--- config.mk ---
export PLATFORM = sky130hd
export DESIGN_NAME = uart_rx_fsm
export DESIGN_NICKNAME = d
export VERILOG_FILES = /design/src/rtl/uart_rx_fsm.sv
export SDC_FILE = /design/constraint.sdc
export NUM_CORES = 1
export LEC_CHECK = 0
export ABC_AREA = 1
export BUFFER_PORTS_ARGS = -buffer_cell sky130_fd_sc_hd__buf_2
export CORE_MARGIN = 1
export CORE_UTILIZATION = 45
export CTS_BUF_LIST = sky130_fd_sc_hd__clkbuf_8
export CTS_CLUSTER_SIZE = 12
export DETAILED_ROUTE_END_ITERATION = 10
export PLACE_DENSITY = 0.71
export SLEW_MARGIN = 10
export SYNTH_ARGS = -nofsm -noshare
export SYNTH_HDL_FRONTEND = slang
export SYNTH_SLANG_ARGS = --single-unit
export TNS_END_PERCENT = 1
--- constraint.sdc ---
create_clock -name CLK -period 1.7 [get_ports CLK]
set_input_delay 0.34 -clock CLK [delete_from_list [all_inputs] [get_ports CLK]]
set_output_delay 0.34 -clock CLK [all_outputs]
set_load 0.05 [all_outputs]
--- src/rtl/uart_rx_fsm.sv ---
// UART receiver frame controller.
// Tracks one serial frame (start, WIDTH data bits, optional parity, stop) on the
// oversampling clock. Runs the edge and bit counters, enables the sampler and checkers
// for the bit currently on the line, and reports the frame outcome as a one-cycle pulse.
module uart_rx_fsm #(
    parameter int WIDTH   = 8,
    parameter int PRESC_W = 6
) (
    input  logic               CLK,
    input  logic               RST,
    input  logic               FSM_RX_IN,
    input  logic [PRESC_W-1:0] FSM_Prescale,
    input  logic               FSM_PAR_EN,
    input  logic               FSM_Sample_Valid,
    input  logic               FSM_Strt_Glitch,
    input  logic               FSM_Par_Err,
    input  logic               FSM_Stp_Err_In,
    output logic [PRESC_W-1:0] FSM_Edge_Cnt,
    output logic               FSM_Samp_EN,
    output logic               FSM_Strt_Chk_EN,
    output logic               FSM_Deser_EN,
    output logic               FSM_Par_Chk_EN,
    output logic               FSM_Stp_Chk_EN,
    output logic               FSM_Data_Valid,
    output logic               FSM_Par_Err_Out,
    output logic               FSM_Stp_Err
);

    // Bit counter must be able to hold WIDTH itself (count of bits already shifted).
    localparam int BIT_W = $clog2(WIDTH + 1);

    localparam logic [BIT_W-1:0]   BIT_ONE  = BIT_W'(1);
    localparam logic [BIT_W-1:0]   LAST_BIT = BIT_W'(WIDTH - 1);
    localparam logic [PRESC_W-1:0] EDGE_ONE = PRESC_W'(1);

    // Frame states.
    localparam logic [2:0] S_IDLE   = 3'd0;
    localparam logic [2:0] S_START  = 3'd1;
    localparam logic [2:0] S_DATA   = 3'd2;
    localparam logic [2:0] S_PARITY = 3'd3;
    localparam logic [2:0] S_STOP   = 3'd4;
    localparam logic [2:0] S_DONE   = 3'd5;

    logic [2:0]         r_state;
    logic [2:0]         w_state_next;
    logic [PRESC_W-1:0] r_edge_cnt;
    logic [PRESC_W-1:0] w_edge_cnt_next;
    logic [BIT_W-1:0]   r_bit_cnt;
    logic [BIT_W-1:0]   w_bit_cnt_next;

    // Frame configuration captured when a start edge is accepted, so that the
    // configuration inputs may change freely while a frame is in flight.
    logic [PRESC_W-1:0] r_prescale;
    logic               r_par_en;

    logic               r_data_valid;
    logic               r_par_err;
    logic               r_stp_err;

    logic               w_bit_end;
    logic               w_start_entry;
    logic               w_deser_stb;
    logic               w_last_bit;
    logic               w_rest_state;

    // Last oversampling edge of the current bit period, against the latched ratio.
    assign w_bit_end     = (r_edge_cnt == (r_prescale - EDGE_ONE));

    // IDLE and DONE are the only states that watch the line for a new start edge.
    assign w_rest_state  = (r_state == S_IDLE) || (r_state == S_DONE);
    assign w_start_entry = w_rest_state && !FSM_RX_IN;

    // A data bit is only consumed when the sampler has a voted value at bit end;
    // otherwise the same bit period is retried without advancing the bit counter.
    assign w_deser_stb   = (r_state == S_DATA) && w_bit_end && FSM_Sample_Valid;
    assign w_last_bit    = (r_bit_cnt == LAST_BIT);

    // Next-state decision for the frame sequencer.
    always_comb begin
        w_state_next = r_state;
        case (r_state)
            S_IDLE: begin
                if (!FSM_RX_IN) begin
                    w_state_next = S_START;
                end
            end
            S_START: begin
                if (w_bit_end) begin
                    w_state_next = FSM_Strt_Glitch ? S_IDLE : S_DATA;
                end
            end
            S_DATA: begin
                if (w_deser_stb && w_last_bit) begin
                    w_state_next = r_par_en ? S_PARITY : S_STOP;
                end
            end
            S_PARITY: begin
                if (w_bit_end) begin
                    w_state_next = FSM_Par_Err ? S_IDLE : S_STOP;
                end
            end
            S_STOP: begin
                if (w_bit_end) begin
                    w_state_next = FSM_Stp_Err_In ? S_IDLE : S_DONE;
                end
            end
            S_DONE: begin
                w_state_next = FSM_RX_IN ? S_IDLE : S_START;
            end
            default: begin
                w_state_next = S_IDLE;
            end
        endcase
    end

    // Edge counter: parked at 0 between frames, otherwise counts modulo the ratio.
    always_comb begin
        w_edge_cnt_next = r_edge_cnt + EDGE_ONE;
        if (w_rest_state || w_bit_end) begin
            w_edge_cnt_next = '0;
        end
    end

    // Bit counter: cleared when a frame starts, advanced once per accepted data bit.
    always_comb begin
        w_bit_cnt_next = r_bit_cnt;
        if (w_start_entry) begin
            w_bit_cnt_next = '0;
        end else if (w_deser_stb) begin
            w_bit_cnt_next = r_bit_cnt + BIT_ONE;
        end
    end

    // State and counter registers.
    always_ff @(posedge CLK or negedge RST) begin
        if (!RST) begin
            r_state    <= S_IDLE;
            r_edge_cnt <= '0;
            r_bit_cnt  <= '0;
        end else begin
            r_state    <= w_state_next;
            r_edge_cnt <= w_edge_cnt_next;
            r_bit_cnt  <= w_bit_cnt_next;
        end
    end

    // Capture frame configuration on every accepted start edge, including back-to-back.
    always_ff @(posedge CLK or negedge RST) begin
        if (!RST) begin
            r_prescale <= '0;
            r_par_en   <= 1'b0;
        end else if (w_start_entry) begin
            r_prescale <= FSM_Prescale;
            r_par_en   <= FSM_PAR_EN;
        end
    end

    // Outcome pulses, registered so they line up with DONE/IDLE entry.
    always_ff @(posedge CLK or negedge RST) begin
        if (!RST) begin
            r_data_valid <= 1'b0;
            r_par_err    <= 1'b0;
            r_stp_err    <= 1'b0;
        end else begin
            r_data_valid <= (r_state == S_STOP)   && w_bit_end && !FSM_Stp_Err_In;
            r_par_err    <= (r_state == S_PARITY) && w_bit_end && FSM_Par_Err;
            r_stp_err    <= (r_state == S_STOP)   && w_bit_end && FSM_Stp_Err_In;
        end
    end

    // Sampler and checker enables decoded directly from the current state.
    always_comb begin
        FSM_Samp_EN     = 1'b0;
        FSM_Strt_Chk_EN = 1'b0;
        FSM_Par_Chk_EN  = 1'b0;
        FSM_Stp_Chk_EN  = 1'b0;
        case (r_state)
            S_START: begin
                FSM_Samp_EN     = 1'b1;
                FSM_Strt_Chk_EN = 1'b1;
            end
            S_DATA: begin
                FSM_Samp_EN     = 1'b1;
            end
            S_PARITY: begin
                FSM_Samp_EN     = 1'b1;
                FSM_Par_Chk_EN  = 1'b1;
            end
            S_STOP: begin
                FSM_Samp_EN     = 1'b1;
                FSM_Stp_Chk_EN  = 1'b1;
            end
            default: begin
                FSM_Samp_EN     = 1'b0;
            end
        endcase
    end

    assign FSM_Edge_Cnt    = r_edge_cnt;
    assign FSM_Deser_EN    = w_deser_stb;
    assign FSM_Data_Valid  = r_data_valid;
    assign FSM_Par_Err_Out = r_par_err;
    assign FSM_Stp_Err     = r_stp_err;

endmodule

==> impl_metrics.py <==
metrics = {
    "run_status": {
        "status": "finished with violations",
        "violations": "setup timing",
    },
    "power_and_ir_drop": {
        "leakage_uw": 0.00101,
        "fin_total_pwr_uw": 3440,
        "irDropWorstVdd_mv": 1.15,
        "p_per_area_nw_per_um2": 1790,
    },
    "critical_path": {
        "reg2reg_depth": 15,
        "cp.arrival_ns": 1.94,
        "worstPathRequired_ns": 1.36,
        "end_kind": "output port",
        "crit_type": "flip-flop to output port",
        "start_kind": "flip-flop",
        "crit_fanout": 4,
    },
    "timing": {
        "tightestPinTransition_ns": 0.544,
        "fmax_ghz": 0.439,
        "finalSetupViolations": 18,
        "slew_violations": 0,
        "worst_slack_ns": -0.580,
        "layout_min_cycle_time_ns": 2.28,
        "post-route-period-util_pct": 134,
        "holdWs_ns": 0.0426,
        "skew_ns": 0.00329,
        "finalHoldViolCount": 0,
        "rsz0062_at_grt": "yes",
        "slew_headroom_pct": 63.8,
    },
    "synth": {
        "synth_seq_area_share_pct": 43.9,
        "yosys_warnings": 0,
        "avgSynthCellArea_um2": 7.63,
        "synth_flop_cell": "dfrtp_1",
        "postSynth.asyncResetShare_pct": 100,
        "synth_cells": 172,
        "synth_commonest_cells": "42 x nand2_1, 28 x nor2_1, 23 x dfrtp_1, 20 x inv_1, 18 x nand3_1",
        "mappedNetlistArea_um2": 1310,
        "synth.most_common_cell": "nand2_1",
        "synth_top_area_share_pct": 43.9,
        "synth_edf_count": 0,
        "synth_area_leaders": "dfrtp_1 44%, nand2_1 12%, nor2_1 8.0%, nand3_1 6.9%, inv_1 5.7%",
        "yosysTopAreaCell": "dfrtp_1",
        "ys_ff_latch": 23,
        "yosys.cell_types.count": 24,
        "syn_nets": 189,
    },
    "global_route": {
        "grt_pass1_wl_um": 5920,
        "antenna_found_initial": 0,
        "grt_max_degree": 24,
        "grt_remaining_overflow": 0,
        "grt_pass1_vias": 1374,
        "grt_util_all_layers_pct": 24.2,
    },
    "flow_run": {
        "cap_violations": 0,
    },
    "clocking": {
        "hold_buffers": 0,
        "clock_latency_ns": 0.27,
        "cts_buffers": 3,
        "clk_pin_slew_worst_paths_ns": 0.09,
        "ctsRootBufferMaster": "clkbuf_8",
        "cts_tree": "built",
        "cts_buffer_depth": 2,
        "clock-sinks": 23,
        "htreeDepth": 1,
    },
    "route": {
        "viasPerCell": 5.34,
        "drtIter0Drc": 50,
        "routedWlPerCell_um": 15.2,
        "antenna_left": 0,
        "drc": 0,
        "first_pass_iters": 4,
        "vias": 1394,
        "wl_um": 3960,
    },
    "layout": {
        "drive_gt1_share_pct": 43.9,
        "final_cells": 261,
        "nNetsFinal": 248,
        "syn2layout_area_growth_pct": 46.6,
        "antenna_cells": 0,
        "final_util_pct": 69.8,
    },
    "placed_design": {
        "port_buffers": 27,
        "dp.final_hpwl_um": 2370,
        "place_congestion": 0.892,
        "dp_cells": 248,
    },
    "floorplanning": {
        "start_util_pct": 47.6,
        "die_h_um": 56.0,
        "die_x_um": 56.0,
        "rows": 19,
        "io_pins": 28,
        "die_area_um2": 3140,
        "design.core.area_um2": 2760,
    },
    "hold_path": {
        "hp-class": "input port to asynchronous set/reset pin",
    },
}
==> where the power goes <==
part	total, uW	internal (uW)	leakage [uW]	switching [uW]
clock	348	162	0.0000269	186
combinational	2240	968	0.000691	1270
sequential	858	690	0.000291	168
total	3440	1820	0.00101	1620
==> final timing paths <==
path                                  from               to  slack (ns)
setup / recovery             r_prescale[1]     FSM_Deser_EN       -0.58
hold / removal                         RST  FSM_Edge_Cnt[2]        0.04
setup reg to reg             r_prescale[1]       r_state[1]       -0.49
hold reg to reg                 r_state[0]       r_state[0]        0.54
max in group asynchronous              RST  FSM_Edge_Cnt[5]        1.26
min in group CLK           FSM_Prescale[5]    r_prescale[5]        0.30
==> cell usage in the layout, fill, tap and decap left out, types with 6 or more instances in the layout <==
master	count
buf_2	22
inv_1	18
dfrtp_1	20
nand2_2	8
nand3_1	15
nand2_1	34
nor2_1	20
buf_4	24
a21oi_1	6
nor2_2	7
buf_6	8
==> worst max-delay path, cell delays in order, from the launching register on <==
cell	delay, ns
dfrtp_1	0.41
inv_2	0.10
ha_4	0.18
inv_2	0.05
nand2_2	0.06
nand3b_1	0.12
nand2_2	0.12
nand3_2	0.10
nor2_2	0.11
nand4_1	0.17
inv_4	0.11
buf_8	0.14
==> per-layer routing <==
metal / vias to the layer above / global-route usage, % / routed length [um]
li1: 662 / - / -
met1: 652 / 28.1 / 1580
met2: 56 / 44.2 / 1960
met5: - / 0 / 0
met4: 0 / 11.1 / 234
met3: 24 / 2.79 / 178
==> flip-flops by register name (all words and copies together), names as in the netlist <==
signal	flops
FSM_Par_Err_Out	1
FSM_Stp_Err	1
r_par_en	1
FSM_Edge_Cnt	6
r_bit_cnt	4
r_prescale	6
r_state	3
FSM_Data_Valid	1
==> cell type report <==
| cell class | instances | area, um2 |
|---|---|---|
| Clock buffer | 3 | 41.3 |
| Sequential cell | 23 | 579 |
| Fill cell | 204 | 833 |
| Timing Repair Buffer | 56 | 403 |
| Clock inverter | 1 | 3.75 |
| Multi-Input combinational cell | 124 | 769 |
| Tap cell | 31 | 38.8 |
| Inverter | 23 | 88.8 |
==> cell families after synthesis <==
| kind of cell | after synthesis | synth area share [%] |
|---|---|---|
| adder cells (fa/ha/maj) | 3 | 2.86 |
| AO/OA/AOI/OAI | 12 | 5.62 |
| multiplexers | 2 | 2.29 |
| XOR/XNOR | 7 | 4.67 |
| AND/OR/NAND/NOR | 100 | 33.4 |
| flip-flops | 23 | 43.9 |
| buffers and inverters | 25 | 7.34 |
==> what timing repair did <==
| action | in CTS | in global routing |
|---|---|---|
| endpoints found under the setup margin | 10 | 26 |
| setup buffers | 7 | 2 |
| pin swaps | 8 | 12 |
| gates resized for setup | 20 | 30 |
| gates cloned | 0 | 0 |
==> metrics by stage <==
step	TNS (ns)	setup slack, ns	cell area (um2)
finish	-5.45	-0.580	1920
global route	-6.71	-0.640	1920
detailed placement	-0.934	-0.334	1650
CTS	-3.72	-0.505	1810
global placement	-0.494	-0.277	1650
floorplan	-0.428	-0.178	1340
Power figures use the tool's default switching activity.
